==> src/rtl/sopc_boot_ctrl.sv <==
// Boot/run sequencer: holds the CPU in reset, copies the boot image into instruction RAM, then supervises the run.
// Optional image checksum enabled by defining SOPC_BOOT_CHECKSUM_EN.
module sopc_boot_ctrl #(
  parameter int ADDR_W     = 10,
  parameter int DATA_W     = 32,
  parameter int IMG_WORDS  = 64,
  parameter int RST_CYCLES = 10,
  parameter int RUN_CYCLES = 50
) (
  input  logic              clk,
  input  logic              rst,
  input  logic              start,
  output logic              src_rd_en,
  output logic [ADDR_W-1:0] src_addr,
  input  logic [DATA_W-1:0] src_rdata,
  output logic              ram_we,
  output logic [ADDR_W-1:0] ram_addr,
  output logic [DATA_W-1:0] ram_wdata,
  output logic              cpu_rst,
  input  logic              halt,
  output logic              busy,
  output logic              done,
  output logic              timeout,
  output logic [31:0]       cycle_cnt,
  output logic [DATA_W-1:0] checksum
);

  typedef enum logic [2:0] {S_IDLE, S_HOLD, S_LOAD, S_RUN, S_DONE} state_t;

  localparam logic [ADDR_W:0] LAST_ADDR = (ADDR_W+1)'(IMG_WORDS - 1);
  localparam logic [31:0]     HOLD_LAST = 32'(RST_CYCLES - 1);
  localparam logic [31:0]     RUN_LIMIT = 32'(RUN_CYCLES);

  state_t            r_state, w_state_next;
  logic [31:0]       r_hold_cnt, w_hold_cnt_next;
  logic [ADDR_W:0]   r_rd_addr, w_rd_addr_next;
  logic              r_rd_en, w_rd_en_next;
  logic              r_we, w_we_next;
  logic [ADDR_W-1:0] r_wr_addr, w_wr_addr_next;
  logic              r_done, w_done_next;
  logic              r_timeout, w_timeout_next;
  logic [31:0]       r_cycle_cnt, w_cycle_cnt_next;
  logic [31:0]       w_cnt_inc;
  logic              r_cpu_rst, r_busy;

  always_ff @(posedge clk) begin
    if (rst) begin
      r_state     <= S_IDLE;
      r_hold_cnt  <= '0;
      r_rd_addr   <= '0;
      r_rd_en     <= 1'b0;
      r_we        <= 1'b0;
      r_wr_addr   <= '0;
      r_done      <= 1'b0;
      r_timeout   <= 1'b0;
      r_cycle_cnt <= '0;
      r_cpu_rst   <= 1'b1;
      r_busy      <= 1'b0;
    end else begin
      r_state     <= w_state_next;
      r_hold_cnt  <= w_hold_cnt_next;
      r_rd_addr   <= w_rd_addr_next;
      r_rd_en     <= w_rd_en_next;
      r_we        <= w_we_next;
      r_wr_addr   <= w_wr_addr_next;
      r_done      <= w_done_next;
      r_timeout   <= w_timeout_next;
      r_cycle_cnt <= w_cycle_cnt_next;
      r_cpu_rst   <= (w_state_next != S_RUN);
      r_busy      <= (w_state_next == S_HOLD) || (w_state_next == S_LOAD) ||
                     (w_state_next == S_RUN);
    end
  end

  always_comb begin
    w_state_next     = r_state;
    w_hold_cnt_next  = r_hold_cnt;
    w_rd_addr_next   = r_rd_addr;
    w_rd_en_next     = 1'b0;
    w_we_next        = 1'b0;
    w_wr_addr_next   = r_wr_addr;
    w_done_next      = r_done;
    w_timeout_next   = r_timeout;
    w_cycle_cnt_next = r_cycle_cnt;
    w_cnt_inc        = (r_cycle_cnt == 32'hFFFF_FFFF) ? r_cycle_cnt : r_cycle_cnt + 32'd1;
    case (r_state)
      S_IDLE, S_DONE: begin
        if (start) begin
          w_state_next     = S_HOLD;
          w_hold_cnt_next  = '0;
          w_done_next      = 1'b0;
          w_timeout_next   = 1'b0;
          w_cycle_cnt_next = '0;
        end
      end
      S_HOLD: begin
        if (r_hold_cnt == HOLD_LAST) begin
          w_state_next   = S_LOAD;
          w_rd_en_next   = 1'b1;
          w_rd_addr_next = '0;
        end else begin
          w_hold_cnt_next = r_hold_cnt + 32'd1;
        end
      end
      S_LOAD: begin
        // Write stage trails the read stage by one cycle; final cycle only drains the last write.
        w_we_next      = r_rd_en;
        w_wr_addr_next = r_rd_addr[ADDR_W-1:0];
        if (r_rd_en) begin
          if (r_rd_addr != LAST_ADDR) begin
            w_rd_en_next   = 1'b1;
            w_rd_addr_next = r_rd_addr + 1'b1;
          end
        end else begin
          w_state_next = S_RUN;
        end
      end
      S_RUN: begin
        w_cycle_cnt_next = w_cnt_inc;
        if (halt) begin
          w_state_next = S_DONE;
          w_done_next  = 1'b1;
        end else if ((RUN_CYCLES != 0) && (w_cnt_inc == RUN_LIMIT)) begin
          w_state_next   = S_DONE;
          w_timeout_next = 1'b1;
        end
      end
      default: w_state_next = S_IDLE;
    endcase
  end

  assign src_rd_en = r_rd_en;
  assign src_addr  = r_rd_addr[ADDR_W-1:0];
  assign ram_we    = r_we;
  assign ram_addr  = r_wr_addr;
  // Source memory output is already registered, so the data is forwarded straight to the RAM port.
  assign ram_wdata = src_rdata;
  assign cpu_rst   = r_cpu_rst;
  assign busy      = r_busy;
  assign done      = r_done;
  assign timeout   = r_timeout;
  assign cycle_cnt = r_cycle_cnt;

`ifdef SOPC_BOOT_CHECKSUM_EN
  logic [DATA_W-1:0] r_checksum;
  logic              w_clear;

  assign w_clear = ((r_state == S_IDLE) || (r_state == S_DONE)) && start;

  always_ff @(posedge clk) begin
    if (rst)
      r_checksum <= '0;
    else if (w_clear)
      r_checksum <= '0;
    else if (r_we)
      r_checksum <= r_checksum + src_rdata;
  end

  assign checksum = r_checksum;
`else
  assign checksum = '0;
`endif

endmodule

==> config.mk <==
export PLATFORM = sky130hd
export DESIGN_NAME = sopc_boot_ctrl
export DESIGN_NICKNAME = d
export VERILOG_FILES = /design/src/rtl/sopc_boot_ctrl.sv
export SDC_FILE = /design/constraint.sdc
export NUM_CORES = 1
export LEC_CHECK = 0
export ABC_AREA = 1
export CAP_MARGIN = 20
export CORE_MARGIN = 3
export CORE_UTILIZATION = 48
export CTS_CLUSTER_SIZE = 16
export DETAILED_ROUTE_END_ITERATION = 10
export PLACE_DENSITY = 0.79
export RECOVER_POWER = 100
export SYNTH_ARGS = -nofsm -noshare
export SYNTH_HDL_FRONTEND = slang
export SYNTH_SLANG_ARGS = --single-unit
==> constraint.sdc <==
create_clock -name clk -period 6.1 [get_ports clk]
set_input_delay 1.83 -clock clk [delete_from_list [all_inputs] [get_ports clk]]
set_output_delay 1.83 -clock clk [all_outputs]
set_load 0.005 [all_outputs]
==> results.md <==
- The run finished with clean final reports.
- During I/O placement, the number of pins put on the boundary was 158.
- Clock latency on the worst-skew pair, taken at its later pin, is 350 ps.
- The number of max-cap violations is 0.
- For this design the static power due to leakage is 2.61 nW.
- Setup repair after global routing left no endpoint under its margin.
- The number of setup buffers added after CTS is 0.
- The all-layer global routing usage is 22.0%.
- During placement, the flow inserted port buffers numbering 61.
- The total cell area at the placement stage is 6400 µm².
- Subtracting the final worst setup slack from the clock period gives 3660 ps.
- The clock skew is 8.50 ps.
- dfxtp_1 takes more of the synthesized area than any other cell.
- Synthesis inferred 94 register bits.
- The met2 wire length is 7370 µm.
- The half-perimeter wire length of the detailed placement result is 11300 µm.
- The highest attainable clock frequency is 0.273 GHz.
- Of all flip-flops after synthesis, the portion carrying an async set or reset was 0%.
- Dividing the detail-routed wire length by the instance count gives 13.4 µm.
- Sequential cells were found to cover 30.8% of the synthesized design area.
- The post-layout net count is 1017.
- IR analysis of the VDD net gives a maximum drop of 0.185 mV.
- The final RePlAce weighted congestion is 0.984.
- Synthesis produced 970 cells.
- The number of global-route vias before repair is 5567.
- The number of failing hold endpoints at the final stage was 0.
- The final total negative setup slack is 0 ps.
- After synthesis, the largest area contributor takes up 30.8% of total cell area.
- The number of antenna diodes is 0.
- The number of different library cells used by synthesis comes to 39.
- The maximum level of the CTS H-tree is 3.
- The worst slew slack as a fraction of its limit is 35.9%.
- The critical path is of the in -> out type.
- The category of the worst setup path capture point is a primary output.
- The CTS root buffer is clkbuf_16.
- The clock buffer count from CTS is 9.
- Cells with a size suffix above 1 make up 4.07% of the layout.
- Ranked by total cell area, the synthesized netlist is headed by dfxtp_1 31%, nand2_1 17%, buf_4 9.1%.
- Data on the critical path is required at its endpoint by 4270 ps.
- The hold-fix buffer count after cts is 0.
- For this run the aggregate overflow at the end of global routing stands at 0.
- The total power density per cell area is 182 nW/µm².
- Once detail routing completed, the nets flagged for antenna violations numbered 0.
- The die area is 14100 µm².
- The largest fanout on the critical path is 1.
- The synthesis-to-layout area growth is 9.51%.
- The number of endpoints failing setup at the final stage is 0.
- The average instance in the mapped netlist occupies 6.30 µm².
- The post-layout instance count excluding filler cells is 1150.
- After detailed routing, the wire length on met1 is 6750 µm.
- The buffer levels on the longest clock path is 2.
- The placeable core region is 12200 µm².
- After clock tree synthesis, the repair step resized 0 gates.
- Counting every sink on the clock net gives 94.
- The max-slew violation count is 0.
- The pin count of the biggest net entering global routing is 59.
- The starting DRC count in detailed routing is 327.
- The number of antenna violations at the first check in global routing is 0.
- The highest layer used for signal routing is met4.
- The utilization after layout is 54.8%.
- STA puts the critical path data arrival time at 1830 ps.
- The total length of routed wires is 15400 µm.
- The post-synth design cell area is 6110 µm².
- Summing all non-filler instances in the final layout gives an area of 6690 µm².
- The initial core utilization is 50.0%.
- The count of flip-flops with a built-in enable after synthesis is 0.
- The number of synthesis warnings is 0.
- The first global-routing pass estimated 25800 µm of wire.
- At the pin with the least slew margin, the transition time is 960 ps.
- The total placed cells including tap cells is 1133.
- After layout, the worst setup slack is 2440 ps.
- The ratio of routed vias to standard cells is 5.25.
- The first detailed-routing pass ran for 5 iterations.
- The height of the die is 119 µm.
- The TritonCTS clock tree is done.
- The die extent in x is 119 µm.
- The clock transition at the registers of the reported paths is 70 ps.
- The most instantiated flip-flop cell in the synthesis netlist is dfxtp_1.
- Prior to clock tree synthesis, the placed netlist has a worst setup slack of 2440 ps.
- The met3 wire length is 879 µm.
- The startpoint kind of the worst setup timing path is an input port.
- The via count of the routed design is 6034.
- For this run, design rule violations remaining after detail routing come to 0.
- The period utilization is 60.0%.
- In this run the worst hold path is classified as reg -> reg.
- The initialized floorplan defines 40 standard-cell rows.
through the flow:
step / hold slack [ps] / total power, mW
final: 480 / 1.22
after floorplan: 447 / 0.697
after global routing: 510 / 1.27
after CTS: 487 / 1.23
after detailed placement: 476 / 0.679
after global placement: 472 / 0.677
cell usage in the layout (no fill, tap or decap), types with 4 or more instances in the layout:
cell | synthesis | final
dfxtp_1 | 94 | 94
xnor2_1 | 5 | 5
nor2_1 | 134 | 135
nand3_1 | 71 | 71
inv_1 | 68 | 70
clkbuf_16 | 0 | 9
dlygate4sd3_1 | 0 | 59
a21oi_1 | 84 | 84
o21ai_0 | 26 | 27
xor2_1 | 6 | 6
nand4_1 | 14 | 14
nand2_1 | 270 | 270
or2_2 | 5 | 5
nor3_1 | 22 | 21
nor4_1 | 14 | 14
conb_1 | 1 | 32
ha_1 | 4 | 4
nand3b_1 | 21 | 21
flip-flops by register name, indices dropped and copies added (netlist names):
signal	flops
busy	1
done	1
cpu_rst	1
src_rd_en	1
ram_addr	10
ram_we	1
cycle_cnt	32
timeout	1
r_state	3
r_hold_cnt	32
r_rd_addr	11
final timing paths:
kind,from,endpoint,slack (ps),cells after the start
max,src_rdata[0],ram_wdata[0],2440,0
min,done,done,480,2
max reg2reg,cycle_cnt[0],busy,2770,16
min reg2reg,done,done,480,2
synthesized netlist by cell type (2+ instances only):
cell type    n
o21ai_1      3
dfxtp_1     94
o21ai_2      2
buf_4       74
nor4_1      14
buf_2        6
nand2_1    270
nor3b_1      2
o21a_1       3
xnor2_1      5
xor2_1       6
nor3_1      22
nand2_4      3
nor2_8       2
nand3_1     71
inv_1       68
a21oi_1     84
nor2_1     134
nand3b_1    21
clkbuf_1    18
ha_1         4
o21ai_0     26
or2_2        5
nor2_2       2
inv_2        3
nand4_1     14
nand3_2      2
kinds of logic (layout without fill, tap and decap cells):
logic type	count (synthesis)	count (layout)	synth area share (%)
other	1	32	0.0614
AND/OR/NAND/NOR	567	567	41.1
buffers and inverters	172	153	15.4
flip-flops	94	94	30.8
AO/OA/AOI/OAI	121	121	10.3
XOR/XNOR	11	11	1.58
adder cells (fa/ha/maj)	4	4	0.820
power by group:
group          leakage, nW  internal [mW]  switching, mW
Sequential           0.758          0.615        0.00236
Combinational         1.70        0.00962         0.0382
Clock                0.146          0.295          0.257
Total                 2.61          0.920          0.298
metal layers:
metal | vias up | track usage, %
li1 | 3069 | -
met4 | 0 | 9.41
met3 | 34 | 4.93
met5 | - | 0
met2 | 196 | 36.7
met1 | 2735 | 27.3
area by class of cell:
cell class                      instances  area (µm²)
Fill cell                            1223        5520
Multi-Input combinational cell        735        3390
Sequential cell                        94        1880
Timing Repair Buffer                   65         647
Inverter                               72         270
Clock buffer                           10         239
Tap cell                              168         210
Clock inverter                          6        51.3
No activity file was read; power rests on OpenSTA's default activity.
